<file path="src/rtl/player_anim_pkg.sv">
// Shared types and constants for the player sprite animation sequencer.
package player_anim_pkg;

    typedef enum logic [2:0] {
        AnimIdle    = 3'd0,
        AnimRun     = 3'd1,
        AnimDown    = 3'd2,
        AnimUp      = 3'd3,
        AnimRunUp   = 3'd4,
        AnimRunDown = 3'd5,
        AnimJump    = 3'd6,
        AnimDead    = 3'd7
    } anim_t;

    localparam logic [1:0] GS_PLAY = 2'b01;

    localparam int unsigned KEY_LEFT  = 0;
    localparam int unsigned KEY_RIGHT = 1;
    localparam int unsigned KEY_UP    = 2;
    localparam int unsigned KEY_DOWN  = 3;
    localparam int unsigned KEY_JUMP  = 4;

endpackage

</file>
<file path="src/rtl/frame_tick_sync.sv">
// Brings the asynchronous VGA frame level into the Clk domain and emits a
// one-cycle tick on each rising edge (visible for the third Clk edge after the rise).
module frame_tick_sync (
    input  logic Clk,
    input  logic Reset,
    input  logic frame_clk,
    output logic tick
);

    logic r_sync1;
    logic r_sync2;
    logic r_prev;

    always_ff @(posedge Clk) begin
        if (Reset) begin
            r_sync1 <= 1'b0;
            r_sync2 <= 1'b0;
            r_prev  <= 1'b0;
        end else begin
            r_sync1 <= frame_clk;
            r_sync2 <= r_sync1;
            r_prev  <= r_sync2;
        end
    end

    assign tick = r_sync2 & ~r_prev;

endmodule

</file>
<file path="src/rtl/player_anim_sequencer.sv">
// Player sprite animation FSM: picks the active animation and advances its
// frame index from the divided vertical frame tick.
module player_anim_sequencer
    import player_anim_pkg::*;
#(
    parameter int unsigned FRAME_DIV   = 4,
    parameter int unsigned RUN_FRAMES  = 6,
    parameter int unsigned DIAG_FRAMES = 3,
    parameter int unsigned JUMP_STEPS  = 8,
    parameter int unsigned DEAD_FRAMES = 5
) (
    input  logic       Clk,
    input  logic       Reset,
    input  logic       frame_clk,
    input  logic [4:0] keycode,
    input  logic       keyPress,
    input  logic [1:0] gameState,
    input  logic       playerMoving,
    input  logic       direction,
    input  logic       playerHit,
    output logic [2:0] animSel,
    output logic [2:0] frameIdx,
    output logic       facing,
    output logic       jumping,
    output logic       animDone
);

    localparam int unsigned DivW = (FRAME_DIV > 1) ? $clog2(FRAME_DIV) : 1;
    localparam int unsigned JstW = $clog2(JUMP_STEPS + 1);

    anim_t            r_state, w_state_d, w_ground;
    logic [DivW-1:0]  r_div, w_div_d;
    logic [2:0]       r_idx, w_idx_d;
    logic [JstW-1:0]  r_jst, w_jst_d;
    logic             r_facing, w_facing_d;
    logic             r_jumping;
    logic             r_done, w_done_d;
    logic             w_tick, w_play, w_up, w_down, w_jump_key, w_div_wrap, w_step;
    logic             w_unused_lr;

    frame_tick_sync u_tick_sync (
        .Clk       (Clk),
        .Reset     (Reset),
        .frame_clk (frame_clk),
        .tick      (w_tick)
    );

    assign w_unused_lr = keycode[KEY_LEFT] ^ keycode[KEY_RIGHT];
    assign w_play      = (gameState == GS_PLAY);
    assign w_up        = keyPress & keycode[KEY_UP];
    assign w_down      = keyPress & keycode[KEY_DOWN];
    assign w_jump_key  = keyPress & keycode[KEY_JUMP];
    assign w_div_wrap  = (r_div == DivW'(FRAME_DIV - 1));
    assign w_step      = w_tick & w_div_wrap;

    always_comb begin
        w_ground = AnimIdle;
        if (playerMoving) begin
            w_ground = w_up ? AnimRunUp : (w_down ? AnimRunDown : AnimRun);
        end else begin
            w_ground = w_down ? AnimDown : (w_up ? AnimUp : AnimIdle);
        end
    end

    always_comb begin
        w_state_d  = r_state;
        w_div_d    = r_div;
        w_idx_d    = r_idx;
        w_jst_d    = r_jst;
        w_facing_d = r_facing;
        w_done_d   = 1'b0;
        if (w_play) begin
            if (r_state != AnimDead) begin
                w_facing_d = direction;
            end
            if (playerHit && r_state != AnimDead) begin
                w_state_d = AnimDead;
            end else if (w_jump_key && r_state != AnimJump && r_state != AnimDead) begin
                w_state_d = AnimJump;
            end else if (r_state == AnimJump) begin
                if (w_step && r_jst == JstW'(JUMP_STEPS - 1)) begin
                    w_state_d = w_ground;
                end
            end else if (r_state != AnimDead) begin
                w_state_d = w_ground;
            end

            // A state change discards any coincident step.
            if (w_state_d != r_state) begin
                w_div_d = '0;
                w_idx_d = '0;
                w_jst_d = '0;
            end else if (w_tick) begin
                w_div_d = w_div_wrap ? '0 : r_div + 1'b1;
                if (w_div_wrap) begin
                    case (r_state)
                        AnimRun: begin
                            w_idx_d = (r_idx == 3'(RUN_FRAMES - 1)) ? 3'd0 : r_idx + 3'd1;
                        end
                        AnimRunUp, AnimRunDown: begin
                            w_idx_d = (r_idx == 3'(DIAG_FRAMES - 1)) ? 3'd0 : r_idx + 3'd1;
                        end
                        AnimJump: begin
                            w_idx_d = {1'b0, r_idx[1:0] + 2'd1};
                            w_jst_d = r_jst + 1'b1;
                        end
                        AnimDead: begin
                            if (r_idx < 3'(DEAD_FRAMES - 1)) begin
                                w_idx_d  = r_idx + 3'd1;
                                w_done_d = (w_idx_d == 3'(DEAD_FRAMES - 1));
                            end
                        end
                        default: w_idx_d = 3'd0;
                    endcase
                end
            end
        end
    end

    always_ff @(posedge Clk) begin
        if (Reset) begin
            r_state   <= AnimIdle;
            r_div     <= '0;
            r_idx     <= '0;
            r_jst     <= '0;
            r_facing  <= 1'b1;
            r_jumping <= 1'b0;
            r_done    <= 1'b0;
        end else begin
            r_state   <= w_state_d;
            r_div     <= w_div_d;
            r_idx     <= w_idx_d;
            r_jst     <= w_jst_d;
            r_facing  <= w_facing_d;
            r_jumping <= (w_state_d == AnimJump);
            r_done    <= w_done_d;
        end
    end

    assign animSel  = r_state;
    assign frameIdx = r_idx;
    assign facing   = r_facing;
    assign jumping  = r_jumping;
    assign animDone = r_done;

endmodule
</file>
<file path="config.mk">
export PLATFORM = sky130hd
export DESIGN_NAME = player_anim_sequencer
export DESIGN_NICKNAME = d
export VERILOG_FILES = /design/src/rtl/player_anim_pkg.sv /design/src/rtl/frame_tick_sync.sv /design/src/rtl/player_anim_sequencer.sv
export SDC_FILE = /design/constraint.sdc
export NUM_CORES = 1
export LEC_CHECK = 0
export ABC_AREA = 1
export BUFFER_PORTS_ARGS = -buffer_cell sky130_fd_sc_hd__buf_2
export CAP_MARGIN = 10
export CELL_PAD_IN_SITES_DETAIL_PLACEMENT = 1
export CELL_PAD_IN_SITES_GLOBAL_PLACEMENT = 2
export CORE_MARGIN = 5
export CORE_UTILIZATION = 29
export DETAILED_ROUTE_END_ITERATION = 12
export PLACE_DENSITY_LB_ADDON = 0.1
export SLEW_MARGIN = 20
export SYNTH_ARGS = -nofsm -noshare
export SYNTH_HDL_FRONTEND = slang
export SYNTH_HIERARCHICAL = 1
export SYNTH_SLANG_ARGS = --single-unit
</file>
<file path="constraint.sdc">
create_clock -name Clk -period 2.5 [get_ports Clk]
set_input_delay 0.5 -clock Clk [delete_from_list [all_inputs] [get_ports Clk]]
set_output_delay 0.5 -clock Clk [all_outputs]
set_load 0.005 [all_outputs]
</file>
Yosys cells after proc, flatten, opt, wreduce, memory -nomap -nowiden
Index checks and enable logic that the tools add are counted.
{"block": "word_totals", "register_bits": 18, "inputBits": 14, "output_inout_bits": 9}
{"block": "classes", "addsub": 4, "n_lt_le_gt_ge": 1, "eq_ne": 16, "n_mux": 26, "bitwise": 11, "reduce_logical": 13}
{"operator": "$mux W3", "n": 16}
{"operator": "$eq A3 B3 Y1 const B", "n": 7}
{"operator": "$mux W4", "n": 4}
{"operator": "$pmux W3 S4", "n": 1}
{"operator": "$mux W2", "n": 5}
{"operator": "$ne A3 B3 Y1 const B", "n": 3}
{"operator": "$reduce_and A4 Y1", "n": 2}
{"operator": "$reduce_or A7 Y1", "n": 1}
{"operator": "$not A1 Y1", "n": 6}
{"operator": "$reduce_bool A2 Y1", "n": 3}
{"operator": "$and A1 B1 Y1", "n": 5}
{"operator": "$add A2 B1 Y2 const B", "n": 2}
{"operator": "$add A4 B1 Y4 const B", "n": 1}
{"operator": "$eq A4 B3 Y1 const B", "n": 1}
{"operator": "$logic_and A1 B1 Y1", "n": 4}
{"operator": "$reduce_and A2 Y1", "n": 2}
{"operator": "$add A3 B1 Y3 const B", "n": 1}
{"operator": "$eq A3 B1 Y1 const B", "n": 1}
{"operator": "$eq A3 B2 Y1 const B", "n": 1}
{"operator": "$lt A3 B3 Y1 const B", "n": 1}
{"operator": "$ne A3 B3 Y1", "n": 1}
{"operator": "$eq A2 B1 Y1 const B", "n": 1}
{"operator": "$eq A2 B2 Y1 const B", "n": 1}
{"operator": "$reduce_or A2 Y1", "n": 1}

Depth between registers and ports, before layout
Gate-level depths: netlist of run 1.
{"block": "depth", "word_depth": 12, "ltp_mapped": 17}

By module
The synthesis of run 1 kept the hierarchy.
{"module": "player_anim_sequencer", "n_inst": 1, "cells_each": 162, "area_per_inst_um2": 1084.8, "seq_area_each_um2": 300.3}
{"module": "frame_tick_sync", "n_inst": 1, "cells_each": 10, "area_per_inst_um2": 86.3, "seq_area_each_um2": 60.1}

Worst setup path before layout of run 1
Ideal clock, no wire load.
{"block": "synth_path", "path_kind": "register -> register", "from": "register r_jst[0]", "to": "register r_idx[0] (netlist: frameIdx[0])", "setup_ps": 113, "arrival_ps": 1643, "slack_ps": 744, "stages_incl_launch_ff": 17, "n_path_buf": 0, "synth_period_minus_slack_ps": 1756, "cell_sequence": "dfxtp_1 -> ha_1 -> nand2_1 -> nor2_2 -> nand3_1 -> nand2_2 -> nand2_1 -> nand2_1 -> nand2_1 -> nand2_1 -> nand2_2 -> nand3_2 -> nand2_4 -> nor2_4 -> nand2_1 -> nand2_1 -> nor2_1"}
{"block": "synth_via", "elab_chain_cells": 10}
{"element": "start: declaration", "line": "player_anim_sequencer.sv:34", "rtl": "logic [JstW-1:0] r_jst, w_jst_d;"}
{"element": "start signal: assignment", "line": "player_anim_sequencer.sv:133", "rtl": "r_jst <= w_jst_d;"}
{"element": "$eq A4 B3 Y1 *", "line": "player_anim_sequencer.sv:81", "rtl": "if (w_step && r_jst == JstW'(JUMP_STEPS - 1)) begin"}
{"element": "$logic_and A1 B1 Y1 *", "line": "player_anim_sequencer.sv:81"}
{"element": "$mux W3 *", "line": "player_anim_sequencer.sv:81"}
{"element": "$mux W3 *", "line": "player_anim_sequencer.sv:80", "rtl": "end else if (r_state == AnimJump) begin"}
{"element": "$mux W3 *", "line": "player_anim_sequencer.sv:78", "rtl": "end else if (w_jump_key && r_state != AnimJump && r_state != AnimDead) begin"}
{"element": "$mux W3 *", "line": "player_anim_sequencer.sv:76", "rtl": "if (playerHit && r_state != AnimDead) begin"}
{"element": "$mux W3 *", "line": "player_anim_sequencer.sv:72", "rtl": "if (w_play) begin"}
{"element": "$ne A3 B3 Y1 *", "line": "player_anim_sequencer.sv:89", "rtl": "if (w_state_d != r_state) begin"}
{"element": "$ne A3 B3 Y1 (no line) / $reduce_bool A2 Y1 (equally long branches)"}
{"element": "$reduce_and A4 Y1 (no line)"}
{"element": "end signal: assignment", "line": "player_anim_sequencer.sv:132", "rtl": "r_idx <= w_idx_d;"}
{"element": "end: declaration", "line": "player_anim_sequencer.sv:33", "rtl": "logic [2:0] r_idx, w_idx_d;"}
Mark *: on every way between the ends. The rest lies on a longest branch, timed or not. The select of a mux whose other input is x is not followed.
A chain may end at the register's enable or synchronous reset.

Final worst setup path of run 1
{"block": "layout_path", "from": "register r_idx[1] (netlist: frameIdx[1])", "to": "register r_idx[1] (netlist: frameIdx[1])"}
{"block": "layout_via", "elab_chain_cells": 6}
{"element": "$add A3 B1 Y3, or another cell as far along", "line": "player_anim_sequencer.sv:98, player_anim_sequencer.sv:101, player_anim_sequencer.sv:109"}
{"element": "$mux W3 (on tied branches)", "line": "player_anim_sequencer.sv:108, player_anim_sequencer.sv:98, player_anim_sequencer.sv:101"}
{"element": "$pmux W3 S4", "line": "player_anim_sequencer.sv:96", "rtl": "case (r_state)"}
{"element": "$mux W3", "line": "player_anim_sequencer.sv:95", "rtl": "if (w_div_wrap) begin"}
{"element": "$mux W3", "line": "player_anim_sequencer.sv:93", "rtl": "end else if (w_tick) begin"}
{"element": "$mux W3", "line": "player_anim_sequencer.sv:89"}
Parallel ways exist; a longest one is shown, timed or not. The select of a mux whose other input is x is not followed.

==> flow_summary.json, run 1 <==
{
  "status": "completed",
  "yosys-top-cells-count": "nor2_1, nand2_1, inv_1",
  "grt_pass1_wl_um": 5333,
  "p_clk_share_pct": 34.1,
  "cpLargestDelayFamily": "compound AO/OA/AOI/OAI gates",
  "hold_start": "u_tick_sync/r_sync1$_SDFF_PP0_",
  "period_share_pct": 81.70,
  "synth_area_um2": 1171,
  "row_count": 23,
  "antenna_found_initial": 0,
  "synth_area_leader_cell": "dfxtp_1",
  "worst_pin_slew_ns": 0.7617,
  "async_reset_ff_share_pct": 0,
  "hp-class": "reg -> reg",
  "path_buf_inv": 1,
  "slowest_stage": "a2111oi_0",
  "fin_worst_skew_ns": 0.002940,
  "drcViolationCount": 0,
  "post-cts-setup-buffers": 0,
  "rsz0062_at_grt": "no",
  "h-tree-depth": 1,
  "postRouteWirelength_um": 3029,
  "cts_tree": "done",
  "avgSynthCellArea_um2": 6.809,
  "ios": 23,
  "fmax_mhz": 489.6,
  "antenna_left": 0,
  "hold_end": "u_tick_sync/r_sync2$_SDFF_PP0_",
  "seq_area_frac_synth_pct": 30.77,
  "whs_ns": 0.4127,
  "synthFlopType": "dfxtp_1",
  "track_usage_pct": 12.52,
  "final_layout_size_suffix_gt1_share_pct": 23.47,
  "max_stage_delay_ns": 0.72,
  "vias_per_cell": 4.545,
  "netlist_instances": 172,
  "cp.depth": 9,
  "io_buffer_count": 20,
  "peakVddDrop_mv": 0.2083,
  "crit_path_end_kind": "register",
  "first_iter_violations": 22,
  "worstSetupPathType": "reg -> reg",
  "place_congestion": 0.7315,
  "netSwitchingFraction_pct": 29.70,
  "p_per_area_nw_per_um2": 511.8,
  "r2r_start": "frameIdx[1]$_SDFFE_PP0P_",
  "firstDrtPassIters": 4,
  "cts_made_buffers": 3,
  "grt_pass1_vias": 1216,
  "dp_slack_ns": 0.4388,
  "synthTopCellsByArea": "dfxtp_1, nor2_1, nand2_1, inv_1, ha_1",
  "slew_viol_final": 0,
  "switching_power_uw": 211.1,
  "path_clk_slew_ns": 0.07,
  "dp_hpwl_um": 2538,
  "ys_ff_latch": 18,
  "stdcell_count": 246,
  "hold_depth": 2,
  "ys_warn_count": 6,
  "fin_ws_ns": 0.4576,
  "maxSlewHeadroom_pct": 47.91,
  "ctsResizeCount": 0,
  "p_seq_share_pct": 45.3,
  "dieArea_um2": 5410,
  "root_buffer": "clkbuf_8",
  "reg2reg_to": "frameIdx[1]$_SDFFE_PP0P_",
  "fp.dieH_um": 73.55,
  "crit_required_ns": 2.70,
  "start_kind": "register",
  "synth_top_area_share_pct": 30.77,
  "die_w_um": 73.55,
  "grt_overflow": 0,
  "ys_types": 29,
  "clock_latency_ns": 0.25,
  "intPower_uw": 499.7,
  "antenna_cells": 0,
  "path_max_fanout": 5,
  "max_cap_viol_count": 0,
  "arrival_ns": 2.24,
  "syn-num-nets": 192,
  "cp_cell_sequence": "inv_1 > ha_1 > a2111oi_0 > o21ai_0 > o21ai_0 > nand2_1 > nand2_1 > nand2_1 > nor2_1",
  "rr_worst_depth": 9,
  "ff2ff_setup_slack_ns": 0.46,
  "setup_violations": 0,
  "drt-wirelength-per-cell_um": 12.31,
  "clock_sinks": 18,
  "final_nets": 217,
  "start_util_pct": 29.49,
  "hold_buffers": 0,
  "synth_edf_count": 0,
  "core_um2": 3971,
  "path_common_cell": "nand2_1",
  "dp_cells": 242,
  "setup-tns-final_ns": 0,
  "clock_path_buffers": 2,
  "synth_most_common_cell": "nor2_1",
  "hold_violations": 0,
  "combPwrFrac_pct": 20.7,
  "fin_crit_ns": 2.042,
  "vias": 1118,
  "utilization_pct": 34.97,
  "area_delta_synth_final_pct": 18.59,
  "total_leakage_power_uw": 0.0007016,
  "grt_start_max_net_pins": 12
}
==> per-stage QoR <==
step           total power [uW]  area (um2)
2_1_floorplan             429.4        1171
4_1_cts                   725.0        1389
3_3_place_gp              471.8        1334
5_1_grt                   762.0        1389
6_report                  710.7        1389
3_5_place_dp              478.3        1334
==> worst register-to-register path, stage by stage, from the launching register on <==
cell       delay (ns)
dfxtp_1          0.42
inv_1            0.06
ha_1             0.19
a2111oi_0        0.72
o21ai_0          0.19
o21ai_0          0.13
nand2_1          0.08
nand2_1          0.07
nand2_1          0.04
nor2_1           0.09
==> cells in the final DEF (no fill, tap or decap), types with 4 or more instances in the layout <==
master / instances
dfxtp_1: 18
inv_1: 24
nand3_2: 4
clkbuf_8: 4
nor2_1: 33
ha_1: 6
buf_2: 20
nand2_1: 32
o21ai_0: 7
nand2_2: 6
nand3_1: 13
==> worst max-delay path by stage <==
stage	from	to	slack [ns]
after floorplan	r_jst[0]$_SDFFE_PP0P_	frameIdx[0]$_SDFFE_PP0P_	0.74
after global placement	frameIdx[1]$_SDFFE_PP0P_	frameIdx[1]$_SDFFE_PP0P_	0.51
after detailed placement	r_jst[0]$_SDFFE_PP0P_	frameIdx[2]$_SDFFE_PP0P_	0.44
after CTS	frameIdx[1]$_SDFFE_PP0P_	frameIdx[1]$_SDFFE_PP0P_	0.39
after global routing	frameIdx[1]$_SDFFE_PP0P_	frameIdx[1]$_SDFFE_PP0P_	0.18
final	frameIdx[1]$_SDFFE_PP0P_	frameIdx[1]$_SDFFE_PP0P_	0.46
==> cell families after synthesis <==
kind of cell | after synthesis | share of synthesized area [%]
AOI/OAI and AO/OA | 15 | 8.013
xor gates and xnor gates | 1 | 0.7480
and+or+nand+nor | 104 | 44.44
adders and majority gates | 6 | 6.410
DFF | 18 | 30.77
buffers and inverters | 28 | 9.616
==> power by group through the flow <==
stage,clock network (uW),logic (uW),registers [uW]
after global routing,267,169,326
after floorplan,0,104,325
after global placement,0,144,328
after CTS,253,150,322
after detailed placement,0,149,329
final,242,147,322
==> area by class of cell <==
class | count | area [um2]
Clock buffer | 4 | 55.05
Fill cell | 517 | 2582
Inverter | 27 | 105.1
Multi-Input combinational cell | 126 | 698.2
Sequential cell | 18 | 360.3
Tap cell | 50 | 62.56
Timing Repair Buffer | 21 | 107.6
==> layer usage <==
metal	up-vias	global-route usage (%)	part of all wire, %
li1	589	-	-
met2	15	20.96	48
met3	2	3.010	4.3
met5	-	0	0
met4	0	3.622	0.66
met1	512	15.85	47
==> sequential cells by signal (all words and copies together) (netlist names) <==
| signal | count |
|---|---|
| animSel | 3 |
| frameIdx | 3 |
| u_tick_sync/r_sync2 | 1 |
| r_div | 2 |
| jumping | 1 |
| u_tick_sync/r_sync1 | 1 |
| r_jst | 4 |
| animDone | 1 |
| facing | 1 |
| u_tick_sync/r_prev | 1 |
Note: power is estimated with default switching activity, not from simulation.
==> run 2, diff against run 1 <==
==> constraint.sdc (replaced) <==
create_clock -name Clk -period 2.1 [get_ports Clk]
set_input_delay 0.42 -clock Clk [delete_from_list [all_inputs] [get_ports Clk]]
set_output_delay 0.42 -clock Clk [all_outputs]
set_load 0.005 [all_outputs]
==> flow_summary.json, run 2 (synthesis gave the netlist of run 1 again) <==
{
  "final_nets": 222,
  "worstSetupPathType": "reg -> reg",
  "hp-class": "in -> reg",
  "row_count": 23,
  "clock_latency_ns": 0.26,
  "postRouteWirelength_um": 3181,
  "seqCellArea_um2": 369.1,
  "switching_power_uw": 263.9,
  "vias": 1147,
  "place_congestion": 0.7692,
  "fin_crit_ns": 2.018,
  "crit_path_end_kind": "register",
  "p_clk_share_pct": 29.9,
  "peakVddDrop_mv": 0.2117,
  "antenna_found_initial": 0,
  "crit_required_ns": 2.30,
  "track_usage_pct": 12.64,
  "grt_pass1_wl_um": 5319,
  "setup_violations": 0,
  "whs_ns": 0.3657,
  "antenna_cells": 0,
  "clock_path_buffers": 2,
  "p_per_area_nw_per_um2": 558.5,
  "io_buffer_count": 20,
  "final_layout_size_suffix_gt1_share_pct": 32.00,
  "worst_pin_slew_ns": 0.5205,
  "root_buffer": "clkbuf_8",
  "final_cell_mix": "nor2_1, nand2_1, inv_1",
  "largest_reg_flops": 4,
  "drt-wirelength-per-cell_um": 12.72,
  "firstDrtPassIters": 4,
  "path_clk_slew_ns": 0.07,
  "slew_viol_final": 0,
  "layout_commonest_cell": "nor2_1",
  "fmax_mhz": 495.5,
  "dieArea_um2": 5410,
  "multi_input_area_um2": 765.7,
  "path_max_fanout": 5,
  "dp_hpwl_um": 2489,
  "total_leakage_power_uw": 0.0007246,
  "start_util_pct": 29.49,
  "drcViolationCount": 0,
  "max_cap_viol_count": 0,
  "h-tree-depth": 1,
  "p_seq_share_pct": 46.3,
  "fin_total_pwr_uw": 831.6,
  "grt_start_max_net_pins": 12,
  "core_um2": 3971,
  "hold_violations": 0,
  "arrival_ns": 2.21,
  "ios": 23,
  "start_kind": "register",
  "n_fill_cell": 530,
  "hold_buffers": 0,
  "top_register": "r_jst",
  "netSwitchingFraction_pct": 31.73,
  "fin_worst_skew_ns": 0.001554,
  "cts_tree": "done",
  "grt_pass1_vias": 1218,
  "antenna_left": 0,
  "area_delta_synth_final_pct": 27.14,
  "vias_per_cell": 4.588,
  "clock_sinks": 18,
  "fp.dieH_um": 73.55,
  "status": "completed",
  "period_share_pct": 96.11,
  "combPwrFrac_pct": 23.8,
  "first_iter_violations": 15,
  "cts_made_buffers": 3,
  "maxSlewHeadroom_pct": 65.17,
  "die_w_um": 73.55,
  "grt_overflow": 0,
  "rsz0062_at_grt": "yes",
  "intPower_uw": 567.7
}
==> run 2: cell types whose count changed in the layout (fill, tap and decap cells not counted), moves of 3 or more <==
cell     before  now
buf_4         1    6
dfxtp_1      18   15
nand2_1      32   26
nand2_2       6   10
==> run 2: path summary, 6_finish.rpt <==
| kind | from | to | slack (ns) | depth (start not counted) |
|---|---|---|---|---|
| worst max-delay path | r_jst[1]$_SDFFE_PP0P_ | r_jst[3]$_SDFFE_PP0P_ | 0.08 | 14 |
| worst min-delay path | frame_clk | u_tick_sync/r_sync1$_SDFF_PP0_ | 0.37 | 3 |
| worst max register to register | r_jst[1]$_SDFFE_PP0P_ | r_jst[3]$_SDFFE_PP0P_ | 0.08 | 14 |
| worst min register to register | u_tick_sync/r_sync1$_SDFF_PP0_ | u_tick_sync/r_sync2$_SDFF_PP0_ | 0.41 | 2 |
==> run 2: power by group through the flow <==
| stage | logic (uW) | registers, uW | clock network, uW |
|---|---|---|---|
| floorplan | 124 | 387 | 0 |
| CTS | 182 | 384 | 252 |
| finish | 198 | 385 | 249 |
| detailed placement | 180 | 392 | 0 |
| global placement | 174 | 391 | 0 |
| global route | 225 | 390 | 271 |
==> run 2: worst max-delay path: stages (launching register included) <==
cell	delay [ns]
dfxtp_4	0.37
ha_4	0.14
nand2_2	0.06
nor2_2	0.13
nand3_1	0.10
nand2_2	0.15
nand3_2	0.11
nand2_2	0.10
nand2_4	0.06
nor2_8	0.17
nand2_4	0.08
or2_0	0.23
nand3_1	0.08
nand2_1	0.06
nor2_1	0.11
==> run 2: metrics by stage <==
step	setup slack (ns)	cells	area, um2	TNS, ns	utilization (%)
2_1_floorplan	0.3439	172	1171	0	-
3_3_place_gp	0.1140	244	1349	0	33.96
3_5_place_dp	0.07064	244	1349	0	33.96
4_1_cts	0.05409	247	1390	0	35.00
5_1_grt	-0.04394	250	1489	-0.07118	37.49
6_report	0.08174	250	1489	0	37.49
==> run 2: what timing repair did <==
action / in CTS / in global routing
setup endpoints to repair: 0 / 9
setup buffers: 0 / 3
gates resized for setup: 0 / 21
==> run 2: final cells by class <==
type | instances | share of cell area, %
repair buffers | 26 | 9.748
inverters | 27 | 7.059
multi-input cells | 126 | 51.43
well taps | 50 | 4.202
clock buffers | 3 | 2.773
flip-flops and latches | 18 | 24.79
==> run 2: layer usage <==
layer	share of wire, %	vias up	track usage, %
met2	49	16	22.34
li1	-	599	-
met4	1.3	0	3.622
met5	0	-	0
met3	3.9	4	3.010
met1	45	528	15.04
